--- src/rtl/capture_drain_sched.sv ---
// Round-robin drain of four per-channel byte FIFOs into framed UDP packets (header + payload + gap).
// Optional build macro SCHED_CHKSUM_EN appends an XOR checksum byte after each payload.
module capture_drain_sched #(
    parameter int unsigned PKT_BYTES  = 1024,
    parameter int unsigned IFG_CYCLES = 16,
    parameter logic [7:0]  SYNC_BYTE  = 8'hA5
) (
    input  logic        clk,
    input  logic        rst,
    input  logic        arm,
    input  logic        full_any,
    input  logic [3:0]  empty,
    input  logic [31:0] fifo_dout,
    output logic [3:0]  rd_en,
    output logic [1:0]  ch_sel,
    output logic        tx_valid,
    output logic [7:0]  tx_data,
    input  logic        tx_busy,
    output logic [15:0] seq,
    output logic        done,
    output logic        active
);

    typedef enum logic [2:0] {
        IDLE, ARMED, SELECT, WAIT_TX, HDR, PAYLOAD, CHK, GAP
    } state_t;

    localparam logic [15:0]    PKT_MAX  = 16'(PKT_BYTES);
    localparam int unsigned    GW       = (IFG_CYCLES > 1) ? $clog2(IFG_CYCLES) : 1;
    localparam logic [GW-1:0]  GAP_LAST = GW'(IFG_CYCLES - 1);
`ifdef SCHED_CHKSUM_EN
    localparam state_t         END_ST   = CHK;
`else
    localparam state_t         END_ST   = GAP;
`endif

    state_t        state_q, state_d;
    logic [1:0]    ch_q, ch_d;
    logic [1:0]    last_q, last_d;
    logic [1:0]    hdr_cnt_q, hdr_cnt_d;
    logic [15:0]   seq_q, seq_d;
    logic [15:0]   rd_cnt_q, rd_cnt_d;
    logic [GW-1:0] gap_cnt_q, gap_cnt_d;
    logic [7:0]    chk_q, chk_d;
    logic          done_q, done_d;
    logic          active_q, active_d;

    logic          rr_found;
    logic [1:0]    rr_ch;
    logic [1:0]    cand;
    logic          rd_ok;
    logic [7:0]    pay_byte;

    assign pay_byte = fifo_dout[{ch_q, 3'b000} +: 8];
    assign rd_ok    = (rd_cnt_q < PKT_MAX) && !empty[ch_q];

    // Search order starts at the channel after the last one served.
    always_comb begin
        rr_found = 1'b0;
        rr_ch    = last_q;
        cand     = '0;
        for (int unsigned k = 1; k <= 4; k++) begin
            cand = last_q + 2'(k);
            if (!rr_found && !empty[cand]) begin
                rr_found = 1'b1;
                rr_ch    = cand;
            end
        end
    end

    always_ff @(posedge clk or posedge rst) begin
        if (rst) begin
            state_q   <= IDLE;
            ch_q      <= '0;
            last_q    <= 2'd3;
            hdr_cnt_q <= '0;
            seq_q     <= '0;
            rd_cnt_q  <= '0;
            gap_cnt_q <= '0;
            chk_q     <= '0;
            done_q    <= 1'b0;
            active_q  <= 1'b0;
        end else begin
            state_q   <= state_d;
            ch_q      <= ch_d;
            last_q    <= last_d;
            hdr_cnt_q <= hdr_cnt_d;
            seq_q     <= seq_d;
            rd_cnt_q  <= rd_cnt_d;
            gap_cnt_q <= gap_cnt_d;
            chk_q     <= chk_d;
            done_q    <= done_d;
            active_q  <= active_d;
        end
    end

    always_comb begin
        state_d   = state_q;
        ch_d      = ch_q;
        last_d    = last_q;
        hdr_cnt_d = hdr_cnt_q;
        seq_d     = seq_q;
        rd_cnt_d  = rd_cnt_q;
        gap_cnt_d = gap_cnt_q;
        chk_d     = chk_q;
        done_d    = 1'b0;
        active_d  = active_q;
        case (state_q)
            IDLE: begin
                if (arm) begin
                    state_d  = ARMED;
                    active_d = 1'b1;
                end
            end
            ARMED: begin
                if (full_any) state_d = SELECT;
            end
            SELECT: begin
                if (rr_found) begin
                    ch_d    = rr_ch;
                    last_d  = rr_ch;
                    state_d = WAIT_TX;
                end else begin
                    done_d   = 1'b1;
                    active_d = 1'b0;
                    state_d  = IDLE;
                end
            end
            WAIT_TX: begin
                if (!tx_busy) begin
                    state_d   = HDR;
                    hdr_cnt_d = '0;
                end
            end
            HDR: begin
                hdr_cnt_d = hdr_cnt_q + 2'd1;
                if (hdr_cnt_q == 2'd0) begin
                    seq_d    = seq_q + 16'd1;
                    rd_cnt_d = '0;
                    chk_d    = '0;
                end
                if (hdr_cnt_q == 2'd3) begin
                    gap_cnt_d = '0;
                    if (rd_ok) begin
                        rd_cnt_d = rd_cnt_q + 16'd1;
                        state_d  = PAYLOAD;
                    end else begin
                        state_d = END_ST;
                    end
                end
            end
            PAYLOAD: begin
                chk_d = chk_q ^ pay_byte;
                if (rd_ok) begin
                    rd_cnt_d = rd_cnt_q + 16'd1;
                end else begin
                    gap_cnt_d = '0;
                    state_d   = END_ST;
                end
            end
            CHK: begin
                gap_cnt_d = '0;
                state_d   = GAP;
            end
            GAP: begin
                // The next channel is chosen on the last gap cycle so the idle run is exactly IFG_CYCLES.
                if (gap_cnt_q == GAP_LAST) begin
                    if (rr_found) begin
                        ch_d      = rr_ch;
                        last_d    = rr_ch;
                        hdr_cnt_d = '0;
                        state_d   = tx_busy ? WAIT_TX : HDR;
                    end else begin
                        done_d   = 1'b1;
                        active_d = 1'b0;
                        state_d  = IDLE;
                    end
                end else begin
                    gap_cnt_d = gap_cnt_q + GW'(1);
                end
            end
            default: state_d = IDLE;
        endcase
    end

    always_comb begin
        rd_en    = '0;
        tx_valid = 1'b0;
        tx_data  = '0;
        case (state_q)
            HDR: begin
                tx_valid = 1'b1;
                case (hdr_cnt_q)
                    2'd0:    tx_data = SYNC_BYTE;
                    2'd1:    tx_data = {6'b0, ch_q};
                    2'd2:    tx_data = seq_q[15:8];
                    default: tx_data = seq_q[7:0];
                endcase
                if (hdr_cnt_q == 2'd3 && rd_ok) rd_en[ch_q] = 1'b1;
            end
            PAYLOAD: begin
                tx_valid = 1'b1;
                tx_data  = pay_byte;
                if (rd_ok) rd_en[ch_q] = 1'b1;
            end
            CHK: begin
                tx_valid = 1'b1;
                tx_data  = chk_q;
            end
            default: ;
        endcase
    end

    assign ch_sel = ch_q;
    assign seq    = seq_q;
    assign done   = done_q;
    assign active = active_q;

endmodule

--- config.mk ---
export PLATFORM = sky130hd
export DESIGN_NAME = capture_drain_sched
export DESIGN_NICKNAME = d
export VERILOG_FILES = /design/src/rtl/capture_drain_sched.sv
export SDC_FILE = /design/constraint.sdc
export NUM_CORES = 1
export LEC_CHECK = 0
export ABC_CLOCK_PERIOD_IN_PS = 8450
export CAP_MARGIN = 20
export CORE_ASPECT_RATIO = 1.1
export CORE_MARGIN = 3
export CORE_UTILIZATION = 51
export CTS_CLUSTER_SIZE = 8
export DETAILED_ROUTE_END_ITERATION = 10
export HOLD_SLACK_MARGIN = 0.05
export PLACE_DENSITY = 0.81
export SYNTH_ARGS = -nofsm -noshare
export SYNTH_HDL_FRONTEND = slang
export SYNTH_SLANG_ARGS = --single-unit
--- constraint.sdc ---
create_clock -name clk -period 8.45 [get_ports clk]
set_input_delay 1.69 -clock clk [delete_from_list [all_inputs] [get_ports clk]]
set_output_delay 1.69 -clock clk [all_outputs]
set_load 0.02 [all_outputs]
Yosys cells after proc, flatten, opt, wreduce, memory -nomap -nowiden
Index checks and enable logic that the tools add are counted.
{"block": "word_totals", "regBits": 55, "in_bits": 41, "elab_cells": 140}
{"block": "op_classes", "n_addsub": 7, "magnitude_cmp": 7, "n_eq_ne": 21, "n_shift": 1, "n_mux": 65, "n_bitwise": 1, "reduce_logical": 28}
{"cell": "2-to-1 mux 16 bit", "count": 4}
{"cell": "one-hot mux 8 bit (3 select lines)", "count": 2}
{"cell": "adder 16 x 1 -> 16 bit (second input constant)", "count": 2}
{"cell": "one-hot mux 16 bit (2 select lines)", "count": 1}
{"cell": "variable part select 32 x 6 -> 8 bit", "count": 1}
{"cell": "2-to-1 mux 2 bit", "count": 13}
{"cell": "2-to-1 mux 3 bit", "count": 8}
{"cell": "one-hot mux 3 bit (8 select lines)", "count": 1}
{"cell": "2-to-1 mux 4 bit", "count": 5}
{"cell": "inequality test 2 bit (second input constant)", "count": 10}
{"cell": "less-than comparator 16 x 11 -> 1 bit (second input constant)", "count": 1}
{"cell": "2-to-1 mux 1 bit", "count": 16}
{"cell": "one-hot mux 4 bit (4 select lines)", "count": 1}
{"cell": "one-hot mux 8 bit (2 select lines)", "count": 1}
{"cell": "less-than comparator 2 x 3 -> 1 bit (second input constant)", "count": 5}
{"cell": "equality test 3 bit (second input constant)", "count": 4}
{"cell": "binary-select mux 1 bit (select 2 bit)", "count": 5}
{"cell": "2-to-1 mux 8 bit", "count": 1}
{"cell": "one-hot mux 2 bit (2 select lines)", "count": 2}
{"cell": "one-hot mux 4 bit (2 select lines)", "count": 1}
{"cell": "AND reduction 2 bit", "count": 4}
{"cell": "AND reduction 4 bit", "count": 2}
{"cell": "XOR 8 bit", "count": 1}
{"cell": "equality test 3 x 2 -> 1 bit (second input constant)", "count": 2}
{"cell": "22 further kinds", "count": 37}

Depth between registers and ports, before layout
{"block": "depth", "depth_word": 15, "ltp_mapped": 8, "ltp_nobuf": 7}

Worst setup path before layout
Ideal clock, no wire load.
{"block": "synth_timing", "path_type": "input port to output port", "startpoint": "input empty[1]", "endpoint": "output rd_en[1]", "t_arrival_ns": 3.840, "required_time_ns": 6.760, "path_slack_ns": 2.920, "stages": 7, "cell_sequence": "clkbuf_1 mux4_2 or3_1 clkbuf_1 or2_1 clkbuf_1 nor3b_1"}
{"block": "synth_via", "elab_chain_len": 7, "word_cells_on_any_way": 8}
{"item": "start: declaration", "line": "12", "text": "input logic [3:0] empty,"}
{"item": "binary-select mux 1 bit (select 2 bit) *", "line": "55", "text": "assign rd_ok = (rd_cnt_q < PKT_MAX) && !empty[ch_q];"}
{"item": "2-to-1 mux 1 bit (not written as such) *", "line": "55"}
{"item": "zero test 1 bit *", "line": "55"}
{"item": "logical AND 1 bit *", "line": "55"}
{"item": "logical AND 1 bit", "line": "199", "text": "if (hdr_cnt_q == 2'd3 && rd_ok) rd_en[ch_q] = 1'b1;"}
{"item": "2-to-1 mux 4 bit", "line": "199"}
{"item": "one-hot mux 4 bit (2 select lines) *", "line": "190", "text": "case (state_q)"}
{"item": "end: declaration", "line": "14", "text": "output logic [3:0] rd_en,"}
Every way passes the cells marked *; elsewhere a longest branch is shown, timed or not. The select of a mux whose other input is x is not followed.

Worst setup path in the final report
Ends and elaborated chain as after synthesis.

==> impl_metrics.py <==
metrics = {
    "timing": {
        "setup_violations": 0,
        "clock.fmax_mhz": 159,
        "period_minus_slack_ns": 6.28,
        "worst_pin_slew_ns": 0.864,
        "drv_slew": 0,
        "fin_setup_tns_ns": 0,
        "hold_violations": 0,
        "maxSlewHeadroom_pct": 42.4,
        "rsz0062_at_grt": "no",
        "finalCritPeriodShare_pct": 74.3,
        "finClkSkew_ns": 0.0182,
        "setup_slack_ns": 2.17,
    },
    "setup_path": {
        "max_stage_delay_ns": 0.64,
        "critPathArrivalTime_ns": 4.59,
        "cp_cell_sequence": "clkdlybuf4s50_1 > mux4_2 > or3_1 > or2_1 > nor3b_1 > clkdlybuf4s50_1",
        "cp_top_family": "buffers and inverters",
        "slowest_stage": "clkdlybuf4s50_1",
        "crit_type": "primary input to primary output",
        "crit_top_cell": "clkdlybuf4s50_1",
        "reg2reg_slack_ns": 5.18,
        "crit_fanout": 10,
        "worstSetupStartpointType": "primary input",
        "cp_num_buf_inv": 2,
        "crit_required_ns": 6.76,
        "worstSetupEndpointType": "primary output",
    },
    "yosys": {
        "synth_seq_area_share_pct": 40.3,
        "synth_edf_count": 0,
        "ys.flop_type": "dfrtp_1",
        "async_flop_share_pct": 100,
        "syn_area_um2": 3420,
        "synthDistinctLibCells": 54,
        "synthCells": 371,
        "syn_avg_cell_area_um2": 9.22,
        "syn-num-nets": 419,
        "ys_warn_count": 0,
        "synth_seq_cells": 55,
    },
    "clock_tree": {
        "ctsResizeCount": 0,
        "htree_levels": 2,
        "clock-sinks": 55,
        "cts_tree": "built",
        "cts.root.buffer_cell": "clkbuf_8",
        "cts_setup_buffers": 0,
        "cts_hold_buffers": 0,
        "numCtsBuffers": 5,
        "clk_pin_slew_worst_paths_ns": 0.10,
        "clk_latency_ns": 0.32,
        "cts.path.max_buffers": 2,
    },
    "detailed_routing": {
        "vias_per_cell": 5.91,
        "dr.first_iter.drc_count": 204,
        "finalWirelength_um": 8420,
        "wire_per_inst_um": 16.4,
        "remaining_drc_errors": 0,
        "first_pass_iters": 5,
        "via_count": 3032,
        "antenna_left": 0,
    },
    "placed_design": {
        "gp_congestion": 0.835,
        "place_hpwl_um": 6330,
        "port_buffers": 73,
        "dp_slack_ns": 2.21,
    },
    "power": {
        "p_leak_nw": 1.79,
        "pwr-share-seq_pct": 45.9,
        "clkPwrFrac_pct": 18.2,
        "max-vdd-ir-drop_v": 0.000120,
        "power.density_nw_per_um2": 194,
        "p_int_mw": 0.522,
        "switching_share_pct": 37.0,
        "p_comb_share_pct": 35.9,
        "switching_power_mw": 0.307,
    },
    "final_layout": {
        "ff_latch_area_um2": 1380,
        "syn2layout_area_growth_pct": 25.2,
        "multi_input_area_um2": 1930,
        "nNetsFinal": 480,
        "insertedDiodeCount": 0,
        "layout-drive-gt1-share_pct": 6.70,
        "fill_cells": 523,
    },
    "outcome": {
        "run_status": "completed",
    },
    "global_routing": {
        "gr-total-overflow": 0,
        "antenna_found_initial": 0,
        "grt_pass1_vias": 3075,
        "grt_pass1_wl_um": 14300,
        "gr-usage-all-layers_pct": 22.6,
        "grt_max_degree": 33,
    },
    "floorplanning": {
        "dieArea_um2": 7720,
        "die_w_um": 84.1,
        "ios": 74,
        "die-height_um": 91.9,
        "design.core.area_um2": 6340,
        "start_util_pct": 53.9,
        "row_count": 30,
    },
    "worst_hold_path": {
        "hold_class": "register to register",
    },
    "run": {
        "drv_cap": 0,
    },
}
==> logic make-up after synthesis <==
group | after synthesis | synth area share (%)
compound gates | 87 | 16.2
fa+ha+maj | 7 | 2.56
xor+xnor | 18 | 4.61
simple gates | 152 | 22.6
buf+inv | 28 | 3.29
flops | 55 | 40.3
mux | 24 | 10.4
==> cell usage after synthesis, types with 3 or more instances <==
cell type | count | area share (%)
and2_1 | 10 | 1.8
mux4_2 | 9 | 5.9
o211ai_1 | 3 | 0.66
and4_1 | 4 | 1.0
xnor2_1 | 15 | 3.8
nand3_1 | 9 | 1.3
xor2_1 | 3 | 0.77
nand3b_1 | 5 | 1.1
ha_1 | 7 | 2.6
nor3_1 | 4 | 0.59
nor2_1 | 20 | 2.2
nor2b_1 | 6 | 1.1
nand4_1 | 8 | 1.5
o31ai_1 | 6 | 1.3
nand2_1 | 59 | 6.5
mux2_2 | 3 | 0.99
a221oi_1 | 3 | 0.77
buf_1 | 3 | 0.33
and3_1 | 10 | 1.8
inv_1 | 7 | 0.77
mux2i_1 | 12 | 3.5
dfrtp_1 | 53 | 39
o21ai_0 | 17 | 2.5
a21oi_1 | 22 | 3.2
clkbuf_1 | 16 | 1.8
a22o_1 | 3 | 0.77
o21ai_1 | 15 | 2.2
==> per-stage QoR <==
stage                     instances  utilization, %  total power [mW]  hold WS [ns]  cell area [µm²]
after floorplan                 371               -             0.578         0.437             3420
after global placement          504            65.7             0.669         0.450             4170
after detailed placement        505            66.0             0.684         0.467             4190
after CTS                       513            67.5             0.832         0.481             4280
after global routing            513            67.5             0.887         0.500             4280
final                           513            67.5             0.830         0.476             4280
==> path summary, 6_finish.rpt <==
path                                  startpoint                       end  depth (start not counted)
setup / recovery                        empty[1]                  rd_en[1]                          6
hold / removal              chk_q[0]$_DFFE_PP0P_      chk_q[0]$_DFFE_PP0P_                          1
setup reg to reg           ch_sel[0]$_DFFE_PP0P_   rd_cnt_q[7]$_DFFE_PP0P_                          5
hold reg to reg             chk_q[0]$_DFFE_PP0P_      chk_q[0]$_DFFE_PP0P_                          1
max in group asynchronous                    rst  hdr_cnt_q[0]$_DFFE_PP0P_                          3
min in group asynchronous                    rst   rd_cnt_q[4]$_DFFE_PP0P_                          2
==> per-layer routing <==
metal  wire (µm)  share of wire (%)  GRT usage [%]
met1        3440                 41           27.7
met2        4340                 51           40.2
met3         449                5.3           3.32
met4         195                2.3           7.77
met5           0                  0              0
==> layout make-up <==
cell class | count | area share (%)
clock buffers | 5 | 1.61
clock inverters | 3 | 0.584
inverters | 8 | 0.701
multi-input cells | 288 | 45.0
flip-flops and latches | 55 | 32.2
well taps | 80 | 2.34
repair buffers | 74 | 17.5
==> cell usage in the layout (no fill, tap or decap), types with 3 or more instances in the layout <==
cell type        Yosys  routed
clkdlybuf4s50_1      0      73
nand2_1             59      59
dfrtp_1             53      53
a21oi_1             22      22
nor2_1              20      20
o21ai_0             17      17
xnor2_1             15      15
o21ai_1             15      15
mux2i_1             12      12
and3_1              10      10
and2_1              10      10
nand3_1              9       9
mux4_2               9       9
nand4_1              8       8
ha_1                 7       7
nor2b_1              6       6
inv_1                7       6
o31ai_1              6       6
nand3b_1             5       5
clkbuf_8             0       5
and4_1               4       4
nor3_1               4       4
xor2_1               3       3
a22o_1               3       3
mux2_2               3       3
o211ai_1             3       3
a221oi_1             3       3
==> worst register-to-register path, stage by stage, from the launching register on <==
cell	delay [ns]
dfrtp_1	0.89
mux4_2	0.66
o41a_1	0.55
or4_4	0.59
a221oi_4	0.33
o21ai_1	0.12
==> state kept, by name (all words and copies together), names as in the netlist <==
register / flops
chk_q: 8
rd_cnt_q: 16
active: 1
ch_sel: 2
gap_cnt_q: 4
last_q: 2
hdr_cnt_q: 2
done: 1
state_q: 3
seq: 16
==> power groups by stage <==
stage | registers (mW) | clock network, mW | logic [mW]
2_1_floorplan | 0.352 | 0 | 0.226
3_3_place_gp | 0.382 | 0 | 0.287
3_5_place_dp | 0.385 | 0 | 0.298
4_1_cts | 0.380 | 0.153 | 0.299
5_1_grt | 0.392 | 0.165 | 0.330
6_report | 0.381 | 0.151 | 0.298
Note: power is estimated with default switching activity, not from simulation.
